**src/rtl/eq_gain_ctrl.sv**
```systemverilog
// Gain-command sequencer for the equalizer's serial gain-load port (eq_rst/gainwe/gainset).
// Optional shadow-gain replay after every equalizer reset is enabled by defining EQ_RELOAD_EN.
module eq_gain_ctrl #(
  parameter int              NBANDS     = 10,
  parameter int              BAND_W     = 4,
  parameter int              GAIN_W     = 8,
  parameter int              RST_CYCLES = 16,
  parameter logic [GAIN_W-1:0] GAIN_DEF = 8'h80
) (
  input  logic              sys_clk,
  input  logic              sys_rst,
  input  logic              init_req,
  input  logic              cmd_valid,
  output logic              cmd_ready,
  input  logic [BAND_W-1:0] cmd_band,
  input  logic [GAIN_W-1:0] cmd_gain,
  output logic              eq_rst,
  output logic              gainwe,
  output logic              gainset,
  output logic              busy,
  output logic              done,
  output logic              err
);

  localparam int FRAME = BAND_W + GAIN_W;
  localparam int BIT_W = $clog2(FRAME);
  localparam int CNT_W = (RST_CYCLES > 1) ? $clog2(RST_CYCLES) : 1;
  localparam logic [BIT_W-1:0]  LAST_BIT  = BIT_W'(FRAME - 1);
  localparam logic [CNT_W-1:0]  LAST_CNT  = CNT_W'(RST_CYCLES - 1);
  localparam logic [BAND_W:0]   BAND_LIM  = (BAND_W + 1)'(NBANDS);
  localparam logic [BAND_W-1:0] LAST_BAND = BAND_W'(NBANDS - 1);

  if (RST_CYCLES < 1 || FRAME < 2 || NBANDS < 1 || NBANDS > (1 << BAND_W) ||
      $bits(GAIN_DEF) != GAIN_W) begin : g_param_check
    $error("eq_gain_ctrl: invalid parameter set");
  end

`ifdef EQ_RELOAD_EN
  typedef enum logic [2:0] {S_RSTEQ, S_RELOAD, S_IDLE, S_SHIFT, S_GAP} state_t;
`else
  typedef enum logic [1:0] {S_RSTEQ, S_IDLE, S_SHIFT, S_GAP} state_t;
`endif

  state_t            state_reg, state_next;
  logic [CNT_W-1:0]  rst_cnt_reg, rst_cnt_next;
  logic [BIT_W-1:0]  bit_cnt_reg, bit_cnt_next;
  logic [FRAME-1:0]  shift_reg, shift_next;
  logic              pend_reg, pend_next;
  logic              eq_rst_reg, eq_rst_next;
  logic              gainwe_reg, gainwe_next;
  logic              gainset_reg, gainset_next;
  logic              ready_reg, ready_next;
  logic              busy_reg, busy_next;
  logic              done_reg, done_next;
  logic              err_reg, err_next;
  logic              accept, band_ok, load_frame, mid_reload;
  logic [FRAME-1:0]  frame_word;

  // init_req masks the handshake combinationally so it always wins over a same-cycle command
  assign cmd_ready = ready_reg & ~init_req;
  assign accept    = cmd_valid & cmd_ready;
  assign band_ok   = {1'b0, cmd_band} < BAND_LIM;

`ifdef EQ_RELOAD_EN
  logic [GAIN_W-1:0] shadow_rd [NBANDS];
  logic [BAND_W-1:0] reload_idx_reg, reload_idx_next;
  logic              reload_act_reg, reload_act_next;

  genvar gi;
  for (gi = 0; gi < NBANDS; gi++) begin : g_shadow
    logic [GAIN_W-1:0] gain_reg;
    always_ff @(posedge sys_clk) begin
      if (sys_rst)
        gain_reg <= GAIN_DEF;
      else if (accept && band_ok && cmd_band == BAND_W'(gi))
        gain_reg <= cmd_gain;
    end
    assign shadow_rd[gi] = gain_reg;
  end

  assign mid_reload = reload_act_reg && (reload_idx_reg != LAST_BAND);
`else
  assign mid_reload = 1'b0;
`endif

  always_ff @(posedge sys_clk) begin
    if (sys_rst) begin
      state_reg   <= S_RSTEQ;
      rst_cnt_reg <= '0;
      bit_cnt_reg <= '0;
      shift_reg   <= '0;
      pend_reg    <= 1'b0;
      eq_rst_reg  <= 1'b1;
      gainwe_reg  <= 1'b0;
      gainset_reg <= 1'b0;
      ready_reg   <= 1'b0;
      busy_reg    <= 1'b1;
      done_reg    <= 1'b0;
      err_reg     <= 1'b0;
`ifdef EQ_RELOAD_EN
      reload_idx_reg <= '0;
      reload_act_reg <= 1'b0;
`endif
    end else begin
      state_reg   <= state_next;
      rst_cnt_reg <= rst_cnt_next;
      bit_cnt_reg <= bit_cnt_next;
      shift_reg   <= shift_next;
      pend_reg    <= pend_next;
      eq_rst_reg  <= eq_rst_next;
      gainwe_reg  <= gainwe_next;
      gainset_reg <= gainset_next;
      ready_reg   <= ready_next;
      busy_reg    <= busy_next;
      done_reg    <= done_next;
      err_reg     <= err_next;
`ifdef EQ_RELOAD_EN
      reload_idx_reg <= reload_idx_next;
      reload_act_reg <= reload_act_next;
`endif
    end
  end

  always_comb begin
    state_next   = state_reg;
    rst_cnt_next = rst_cnt_reg;
    bit_cnt_next = bit_cnt_reg;
    shift_next   = shift_reg;
    pend_next    = pend_reg;
    load_frame   = 1'b0;
    frame_word   = {cmd_band, cmd_gain};
`ifdef EQ_RELOAD_EN
    reload_idx_next = reload_idx_reg;
    reload_act_next = reload_act_reg;
`endif
    case (state_reg)
      S_RSTEQ: begin
        if (init_req) begin
          rst_cnt_next = '0;
        end else if (rst_cnt_reg == LAST_CNT) begin
          rst_cnt_next = '0;
`ifdef EQ_RELOAD_EN
          state_next      = S_RELOAD;
          reload_act_next = 1'b1;
          reload_idx_next = '0;
`else
          state_next = S_IDLE;
`endif
        end else begin
          rst_cnt_next = rst_cnt_reg + CNT_W'(1);
        end
      end
`ifdef EQ_RELOAD_EN
      S_RELOAD: begin
        frame_word = {reload_idx_reg, shadow_rd[reload_idx_reg]};
        load_frame = 1'b1;
        state_next = S_SHIFT;
        pend_next  = pend_reg | init_req;
      end
`endif
      S_IDLE: begin
        if (init_req) begin
          state_next = S_RSTEQ;
        end else if (accept && band_ok) begin
          load_frame = 1'b1;
          state_next = S_SHIFT;
        end
      end
      S_SHIFT: begin
        pend_next = pend_reg | init_req;
        if (bit_cnt_reg == LAST_BIT) begin
          state_next = S_GAP;
        end else begin
          bit_cnt_next = bit_cnt_reg + BIT_W'(1);
          // rotate so the register keeps every bit live; the MSB is always the bit on the wire
          shift_next   = {shift_reg[FRAME-2:0], shift_reg[FRAME-1]};
        end
      end
      S_GAP: begin
        if (pend_reg || init_req) begin
          state_next = S_RSTEQ;
          pend_next  = 1'b0;
`ifdef EQ_RELOAD_EN
          reload_act_next = 1'b0;
        end else if (mid_reload) begin
          state_next      = S_RELOAD;
          reload_idx_next = reload_idx_reg + BAND_W'(1);
`endif
        end else begin
          state_next = S_IDLE;
`ifdef EQ_RELOAD_EN
          reload_act_next = 1'b0;
`endif
        end
      end
      default: state_next = S_RSTEQ;
    endcase
    if (load_frame) begin
      shift_next   = frame_word;
      bit_cnt_next = '0;
    end
  end

  always_comb begin
    eq_rst_next  = (state_next == S_RSTEQ);
    gainwe_next  = (state_next == S_SHIFT);
    gainset_next = gainwe_next & shift_next[FRAME-1];
    busy_next    = (state_next != S_IDLE);
    ready_next   = (state_next == S_IDLE);
    done_next    = (state_reg == S_SHIFT) && (state_next == S_GAP) && !mid_reload;
    err_next     = accept && !band_ok;
  end

  assign eq_rst  = eq_rst_reg;
  assign gainwe  = gainwe_reg;
  assign gainset = gainset_reg;
  assign busy    = busy_reg;
  assign done    = done_reg;
  assign err     = err_reg;

endmodule

```
**config.mk**
```make
export PLATFORM = sky130hd
export DESIGN_NAME = eq_gain_ctrl
export DESIGN_NICKNAME = d
export VERILOG_FILES = /design/src/rtl/eq_gain_ctrl.sv
export SDC_FILE = /design/constraint.sdc
export NUM_CORES = 1
export LEC_CHECK = 0
export ABC_AREA = 1
export CAP_MARGIN = 20
export CORE_MARGIN = 2
export CORE_UTILIZATION = 57
export DETAILED_ROUTE_END_ITERATION = 10
export GPL_TIMING_DRIVEN = 0
export PLACE_DENSITY_LB_ADDON = 0.25
export REMOVE_ABC_BUFFERS = 1
export SLEW_MARGIN = 25
export SYNTH_ARGS = -nofsm -noshare
export SYNTH_HDL_FRONTEND = slang
export SYNTH_SLANG_ARGS = --single-unit
```
**constraint.sdc**
```tcl
create_clock -name sys_clk -period 3.7 [get_ports sys_clk]
set_clock_uncertainty 0.15 [all_clocks]
set_input_delay 0.555 -clock sys_clk [delete_from_list [all_inputs] [get_ports sys_clk]]
set_output_delay 0.555 -clock sys_clk [all_outputs]
set_load 0.02 [all_outputs]
```
Word-level counts from Yosys, hierarchy flattened
Cells that the tools add are included.

$add $sub $neg: 2. Order comparisons: 1. Equal/unequal tests: 11. Mux-type cells: 17. Bitwise logic cells: 6. Reduce and logical (&&, ||, !) cells: 13.

Operators by type and width (count): $mux 12 (3); $mux 2 (5); $add 4x1->4 const B (2); $eq 2x2->1 const B (4); $eq 4x4->1 const B (2); $mux 4 (2); $pmux 2 s4 (1); $reduce_and 2->1 (3); $mux 1 (5); $eq 2x1->1 const B (2); $logic_not 2->1 (2); $lt 4x4->1 const B (1); $ne 2x2->1 const B (2); $reduce_bool 2->1 (2); $and 1x1->1 (3); $logic_and 1x1->1 (3); $ne 2x1->1 const B (1); $not 1->1 (2); $pmux 1 s2 (1); $reduce_or 2->1 (1); $logic_not 1->1 (1); $logic_or 1x1->1 (1); $or 1x1->1 (1).

Register bits after elaboration: 30. Input bits: 16. Output and inout port bits: 7. Logic and storage cells: 63.

Depth between registers and ports, before layout
Gate-level depths: netlist of the first run.

Depth in word-level cells: 9. Depth in mapped cells: 9. Gate-level depth less buffers: 9.

Worst setup path after synthesis of the first run
OpenSTA, ideal clock, no wires.

Path kind: input to output. Start point: input init_req. End point: output cmd_ready. Arrival: 0.842 ns. Required time: 2.995 ns. Slack: 2.153 ns. Stages: 3. Buffers on the path: 0. Cells stage by stage: inv_2 -> nand2_2 -> inv_1.

Cells in the longest elaborated chain, start to end: 2.

Ends and longest elaborated chain: start, declared (RTL line 12) `input logic init_req,`; $not 1->1 (RTL line 60) `assign cmd_ready = ready_reg & ~init_req;`; $and 1x1->1 (RTL line 60); end, declared (RTL line 14) `output logic cmd_ready,`.

No other way between the ends.

Worst setup path after layout of the first run
Same ends and word-level chain as after synthesis.

==> results of run 1 <==
-- where the power goes --
group          internal [mW]  total [mW]  switching, mW
registers              0.324       0.326        0.00140
logic                 0.0181      0.0351         0.0169
clock network          0.140       0.265          0.125
total                  0.482       0.626          0.143
-- worst min path at each step --
stage / end / from / depth (start not counted) / slack (ns)
after floorplan: rst_cnt_reg[1] / rst_cnt_reg[1] / 2 / 0.31
after global placement: shift_reg[4] / shift_reg[4] / 2 / 0.32
final: shift_reg[8] / shift_reg[8] / 2 / 0.34
after global routing: shift_reg[9] / shift_reg[9] / 2 / 0.36
after CTS: shift_reg[9] / shift_reg[9] / 2 / 0.34
after detailed placement: shift_reg[9] / shift_reg[9] / 2 / 0.33
-- area by class of cell --
| class | instances | share of cell area |
|---|---|---|
| clock inverter | 3 | 0.0230 |
| timing repair buffer | 22 | 0.126 |
| tap | 30 | 0.0215 |
| clock buffer | 5 | 0.0215 |
| inverter | 26 | 0.0560 |
| multi-input combinational | 135 | 0.407 |
| sequential | 30 | 0.344 |
-- placed cells by master, fill, tap and decap left out, types with 2 or more instances in the layout --
cell type / n
clkbuf_4: 5
dfxtp_1: 30
nand2_2: 3
inv_1: 22
inv_2: 4
a211oi_1: 2
xor2_1: 3
nor2_4: 3
clkinv_2: 2
nand4_1: 12
a21oi_1: 17
clkdlybuf4s50_1: 22
nand2_1: 44
nor2_1: 10
nand3_1: 30
ha_1: 2
-- cells by family after synthesis --
| kind of cell | Yosys count | synth area share |
|---|---|---|
| simple gates | 106 | 0.340 |
| compound gates | 23 | 0.0861 |
| xor+xnor | 4 | 0.0230 |
| fa+ha+maj | 2 | 0.0164 |
| buf+inv | 36 | 0.141 |
| flops | 30 | 0.393 |
-- stage by stage --
stage                     setup slack [ns]  total power [mW]   util  area, sq um
after floorplan                       1.91             0.344      -         1410
after global placement                1.10             0.366  0.667         1670
after detailed placement              1.09             0.368  0.667         1670
after CTS                             1.10             0.627  0.698         1740
after global routing                  1.03             0.644  0.698         1740
final                                 1.09             0.626  0.698         1740
-- layer usage --
metal | part of all wire | vias to the layer above | global-route usage
li1 | - | 696 | -
met1 | 0.42 | 657 | 0.253
met2 | 0.51 | 35 | 0.398
met3 | 0.056 | 4 | 0.0860
met4 | 0.012 | 0 | 0.0906
met5 | 0 | - | 0
-- worst reg2reg max path: stages, from the launching register on --
cell and delay, ns:
dfxtp_1 0.39, ha_1 0.19, nand3_1 0.46, nand2_2 0.49, nand2_1 0.09, nand2_1 0.11
nand3_2 0.11, inv_2 0.09, nand2_2 0.05
==> metrics.log, run 1 <==
INFO  metric holdCritPathClass = reg2reg
INFO  metric synth_edf_count = 0
INFO  metric critical_path_class = in2out
INFO  metric synth.top_cells.by_count = 44 x nand2_1, 30 x dfxtp_1, 30 x nand3_1
INFO  metric route.detailed.vias_per_inst = 5.55
INFO  metric drtIter0Drc = 39
INFO  metric static-leakage-power = 0.761 nW
INFO  metric critPathMostFrequentCell = clkdlybuf4s50_1
INFO  metric ctsHtreeMaxLevel = 2
INFO  metric cp.arrival = 1.90 ns
INFO  metric num_rows = 18
INFO  metric synth_largest_type_area_fraction = 0.393
INFO  metric die_height = 55.8 um
INFO  metric maxCapViolations = 0
INFO  metric setup_viol_count_final = 0
INFO  metric clockRootBuffer = clkbuf_4
INFO  metric final.min_clock_period = 2.61 ns
INFO  metric syn-cell-area = 1530 sq um
INFO  metric setup.worst_path.end_class = output pin
INFO  metric ys_types = 26
INFO  metric syn-mean-instance-area = 7.59 sq um
INFO  metric yosys_register_bits = 30
INFO  metric clock_latency = 0.34 ns
INFO  metric pwr_density = 359 nW/um^2
INFO  metric postSynthCellCount = 201
INFO  metric synth-async-reset-ratio = 0
INFO  metric placed_cells_incl_taps = 243
INFO  metric cts_inserted_buffers = 5
INFO  metric drc_errors = 0
INFO  metric synth.largest_area_cell = dfxtp_1
INFO  metric crit_path_start_kind = primary input
INFO  metric synth-main-ff-cell = dfxtp_1
INFO  metric ant_nets = 0
INFO  metric synth_most_common_cell = nand2_1
INFO  metric critical-path-max-stage-delay = 0.59 ns
INFO  metric gp_congestion = 0.816
INFO  metric endpoints_failing_hold = 0
INFO  metric drive_above_1_share = 0.0995
INFO  metric floorplan.die.width = 55.8 um
INFO  metric final_cells = 251
INFO  metric outcome = finished, final reports clean
INFO  metric cts_tree = built
INFO  metric critical_path_required = 2.99 ns
INFO  metric quantity_of_gates_resized_following_cts = 0
INFO  metric diodes = 0
INFO  metric grt_antenna_before_repair = 0
INFO  metric initial_utilization = 0.611
INFO  metric max_freq = 0.384 GHz
INFO  metric avgRoutedWirePerCell = 13.0 um
INFO  metric largest_net_degree_at_the_start_of_global_routing = 27
INFO  metric setup-tns-final = 0 ns
INFO  metric portBuffers = 22
INFO  metric crit_path_start = init_req
INFO  metric grt_pass1_vias = 1,317
INFO  metric placeableCoreArea = 2500 sq um
INFO  metric nets = 238
INFO  metric rr_endpoint = busy
INFO  metric grt_overflow = 0
INFO  metric multi_input_area = 711 sq um
INFO  metric slowest_stage = clkdlybuf4s50_1
INFO  metric crit_path_cell_trace = clkdlybuf4s50_1, inv_2, nand2_2, inv_1, clkdlybuf4s50_1
INFO  metric timing.critical_path.fanout_max = 5
INFO  metric ff2ff_path_depth = 8
INFO  metric synthTopCellsByArea = dfxtp_1 39%, nand2_1 11%, nand3_1 9.8%
INFO  metric setup.reg_to_reg.worst_slack = 1.50 ns
INFO  metric dp_hpwl = 2160 um
INFO  metric vias = 1,392
INFO  metric rsz0062_at_grt = false
INFO  metric largest_register_ffs = 12
INFO  metric worst_slew_pin_slew = 0.808 ns
INFO  metric timing.final.max_slew_violations = 0
INFO  metric worst-path-buf-inv = 4
INFO  metric grt_pass1_wl = 5610 um
INFO  metric sequential_cell_area = 601 sq um
INFO  metric firstDrtPassIters = 4
INFO  metric worstSetupEndpoint = cmd_ready
INFO  metric post_cts_buffers = 0
INFO  metric routed_wl = 3260 um
INFO  metric timing.final.crit_share = 0.704
INFO  metric yosys_warnings = 0
INFO  metric seq_area_frac_synth = 0.393
INFO  metric power.ir.vdd_worst = 0.400 mV
INFO  metric clk_pin_slew_worst_paths = 0.10 ns
INFO  metric crit_family = buffers and inverters
INFO  metric worst-path-stages = 5
INFO  metric hold-worst-slack = 0.341 ns
INFO  metric syn2layout_area_growth = 14.3%
INFO  metric fill_cells = 225
INFO  metric cts.sink_count = 30
INFO  metric groute.usage.overall = 0.230
INFO  metric deepest_clock_path_buffer_count = 2
INFO  metric timing.slew.headroom = 0.459
INFO  metric design.portCount = 23
INFO  metric cts_hold_buffers = 0
INFO  metric design.die.area = 3110 sq um
INFO  metric timing.rr.start = bit_cnt_reg[0]
Note: power is estimated with default switching activity, not from simulation.
==> run 2: changes to the inputs <==
--- a/config.mk
+++ b/config.mk
@@ -8,7 +8,7 @@
 export ABC_AREA = 1
 export CAP_MARGIN = 20
 export CORE_MARGIN = 2
-export CORE_UTILIZATION = 57
+export CORE_UTILIZATION = 53
 export DETAILED_ROUTE_END_ITERATION = 10
 export GPL_TIMING_DRIVEN = 0
 export PLACE_DENSITY_LB_ADDON = 0.25
==> constraint.sdc (replaced) <==
create_clock -name sys_clk -period 2.5 [get_ports sys_clk]
set_clock_uncertainty 0.15 [all_clocks]
set_input_delay 0.375 -clock sys_clk [delete_from_list [all_inputs] [get_ports sys_clk]]
set_output_delay 0.375 -clock sys_clk [all_outputs]
set_load 0.02 [all_outputs]
==> run 2 against run 1 <==
Compared with the run above:
- non-clock buffer count did not move
- routed wire length decreased by 4.2%
- register-to-register slack got worse by 1.2 ns
- count of clock-buffer cells in the layout is 2 higher
- sequential power is 48% higher
- final cell count increased by 0.40%
- global-route usage shrank 2.0 points
- design area is 0.93% lower
- total power is 34% higher
- first-iteration DRC count rose by 18%
- core utilization down 7.1 points
- combinational power rose by 47%
- highest routed layer unchanged
==> metrics.log, run 2 (synthesis gave the netlist of run 1 again) <==
INFO  metric outcome = finished, final reports clean (unchanged)
INFO  metric ff2ff_path_depth = 8 (unchanged)
INFO  metric crit_path_cell_trace = clkdlybuf4s50_1, inv_2, nand2_2, inv_1, clkdlybuf4s50_1 (unchanged)
INFO  metric diodes = 0 (unchanged)
INFO  metric clk_pin_slew_worst_paths = 0.08 ns (was 0.10 ns)
INFO  metric grtUsageMet3 = 0.0670 (was 0.0860)
INFO  metric hold-worst-slack = 0.344 ns (was 0.341 ns)
INFO  metric critical-path-max-stage-delay = 0.59 ns (about the same)
INFO  metric nets = 238 (unchanged)
INFO  metric cts.sink_count = 30 (unchanged)
INFO  metric total_power = 837 uW (was 626 uW)
INFO  metric drc_errors = 0 (unchanged)
INFO  metric cp.arrival = 1.74 ns (was 1.90 ns)
INFO  metric critPathMostFrequentCell = clkdlybuf4s50_1 (unchanged)
INFO  metric clockRootBuffer = clkbuf_4 (unchanged)
INFO  metric grt_antenna_before_repair = 0 (unchanged)
INFO  metric endpoints_failing_hold = 0 (unchanged)
INFO  metric clock_latency = 0.33 ns (was 0.34 ns)
INFO  metric grt_pass1_wl = 5400 um (was 5610 um)
INFO  metric max_freq = 0.442 GHz
INFO  metric worst-path-stages = 5 (unchanged)
INFO  metric fill_cells = 252 (was 225)
INFO  metric slowest_stage = clkdlybuf4s50_1 (unchanged)
INFO  metric post_cts_buffers = 0 (unchanged)
INFO  metric floorplan.die.width = 57.7 um (was 55.8 um)
INFO  metric initial_utilization = 0.554 (was 0.611)
INFO  metric syn2layout_area_growth = 13.2% (was 14.3%)
INFO  metric grt_overflow = 0 (unchanged)
INFO  metric pwr_density = 484 nW/um^2 (was 359 nW/um^2)
INFO  metric die_height = 57.7 um (was 55.8 um)
INFO  metric cts_inserted_buffers = 5 (unchanged)
INFO  metric largest_register_ffs = 12 (unchanged)
INFO  metric worst_slew_pin_slew = 0.833 ns (was 0.808 ns)
INFO  metric multi_input_area = 711 sq um (unchanged)
INFO  metric placeableCoreArea = 2760 sq um (was 2500 sq um)
INFO  metric largest_net_degree_at_the_start_of_global_routing = 27 (unchanged)
INFO  metric final_util = 0.627 (was 0.698)
INFO  metric portBuffers = 22 (unchanged)
INFO  metric cts_hold_buffers = 0 (unchanged)
INFO  metric setup.worst_path.end_class = output pin (unchanged)
INFO  metric crit_family = buffers and inverters (unchanged)
INFO  metric cts_tree = built (unchanged)
INFO  metric ctsHtreeMaxLevel = 2 (unchanged)
INFO  metric dp_hpwl = 2140 um (was 2160 um)
INFO  metric crit_path_start = init_req (unchanged)
INFO  metric timing.slew.headroom = 0.443 (was 0.459)
INFO  metric drive_above_1_share = 0.0950 (was 0.0995)
INFO  metric vias = 1,418 (was 1,392)
INFO  metric holdCritStartpoint = shift_reg[4] (was shift_reg[8])
INFO  metric static-leakage-power = 0.751 nW (was 0.761 nW)
INFO  metric power.ir.vdd_worst = 0.424 mV (was 0.400 mV)
INFO  metric critical_path_required = 1.98 ns (was 2.99 ns)
INFO  metric quantity_of_gates_resized_following_cts = 0 (unchanged)
INFO  metric route.detailed.vias_per_inst = 5.63 (was 5.55)
INFO  metric layout_commonest_cell = nand2_1 (unchanged)
INFO  metric firstDrtPassIters = 5 (was 4)
INFO  metric drtIter0Drc = 46 (was 39)
INFO  metric setup-tns-final = 0 ns (unchanged)
INFO  metric timing.critical_path.fanout_max = 5 (unchanged)
INFO  metric critical_path_class = in2out (unchanged)
INFO  metric grt_pass1_vias = 1,262 (was 1,317)
INFO  metric timing.final.max_slew_violations = 0 (unchanged)
INFO  metric maxCapViolations = 0 (unchanged)
INFO  metric grt_busiest_layer = met2 (unchanged)
INFO  metric design.die.area = 3330 sq um (was 3110 sq um)
INFO  metric timing.hold.worst_path_depth = 2 (unchanged)
INFO  metric deepest_clock_path_buffer_count = 2 (unchanged)
INFO  metric sequential_cell_area = 601 sq um (unchanged)
INFO  metric commonest_cells_after_routing_fill_and_taps_aside = 44 x nand2_1, 30 x nand3_1, 30 x dfxtp_1 (unchanged)
INFO  metric design.portCount = 23 (unchanged)
INFO  metric grt_util_met1 = 0.253 (about the same)
INFO  metric final.min_clock_period = 2.26 ns
INFO  metric ant_nets = 0 (unchanged)
INFO  metric groute.usage.overall = 0.210 (was 0.230)
INFO  metric avgRoutedWirePerCell = 12.4 um (was 13.0 um)
INFO  metric routed_wl = 3120 um (was 3260 um)
INFO  metric gp_congestion = 0.761 (was 0.816)
INFO  metric timing.final.crit_share = 0.905
INFO  metric holdCritPathClass = reg2reg (unchanged)
INFO  metric worst-path-buf-inv = 4 (unchanged)
INFO  metric m2_gr_usage = 0.341 (was 0.398)
INFO  metric timing.rr.start = bit_cnt_reg[0] (unchanged)
INFO  metric num_rows = 19 (was 18)
INFO  metric setup_viol_count_final = 0 (unchanged)
INFO  metric rsz0062_at_grt = false (unchanged)
INFO  metric crit_path_start_kind = primary input (unchanged)
run 2: changes by cell type in the layout (fill, tap and decap cells not counted):
cell,change
clkinv_2,-1
clkbuf_8,+1
bufinv_16,-1
clkbuf_1,+1
run 2: path summary, 6_finish.rpt:
path                                     end  slack (ns)
worst max-delay path               cmd_ready        0.24
worst min-delay path            shift_reg[4]        0.34
worst max register to register          busy        0.34
worst min register to register  shift_reg[4]        0.34
run 2: layer usage:
layer / wire length (um) / vias up
met2: 1560 / 53
li1: - / 699
met5: 0 / -
met3: 206 / 8
met1: 1300 / 658
met4: 58 / 0
run 2: cell type report:
type / count / share of cell area
timing repair buffer: 22 / 0.127
inverter: 26 / 0.0565
clock buffer: 7 / 0.0319
clock inverter: 1 / 0.00290
sequential: 30 / 0.348
tap: 31 / 0.0224
multi-input combinational: 135 / 0.411
run 2: worst min-delay path: cells and delay by family (launching register included):
kind / cells / cell delay, ns
AOI/OAI and AO/OA: 1 / 0.06
and+or+nand+nor: 1 / 0.07
DFF: 1 / 0.32
run 2: per-stage QoR:
stage / std cells / worst slack [ns] / area, sq um
finish: 252 / 0.237 / 1730
global route: 252 / 0.156 / 1730
CTS: 252 / 0.242 / 1730
detailed placement: 244 / 0.118 / 1670
global placement: 244 / 0.129 / 1670
floorplan: 191 / 0.762 / 1410
run 2: power by group:
group | internal (mW) | switching (mW)
logic | 0.0267 | 0.0249
registers | 0.480 | 0.00225
clock network | 0.136 | 0.167
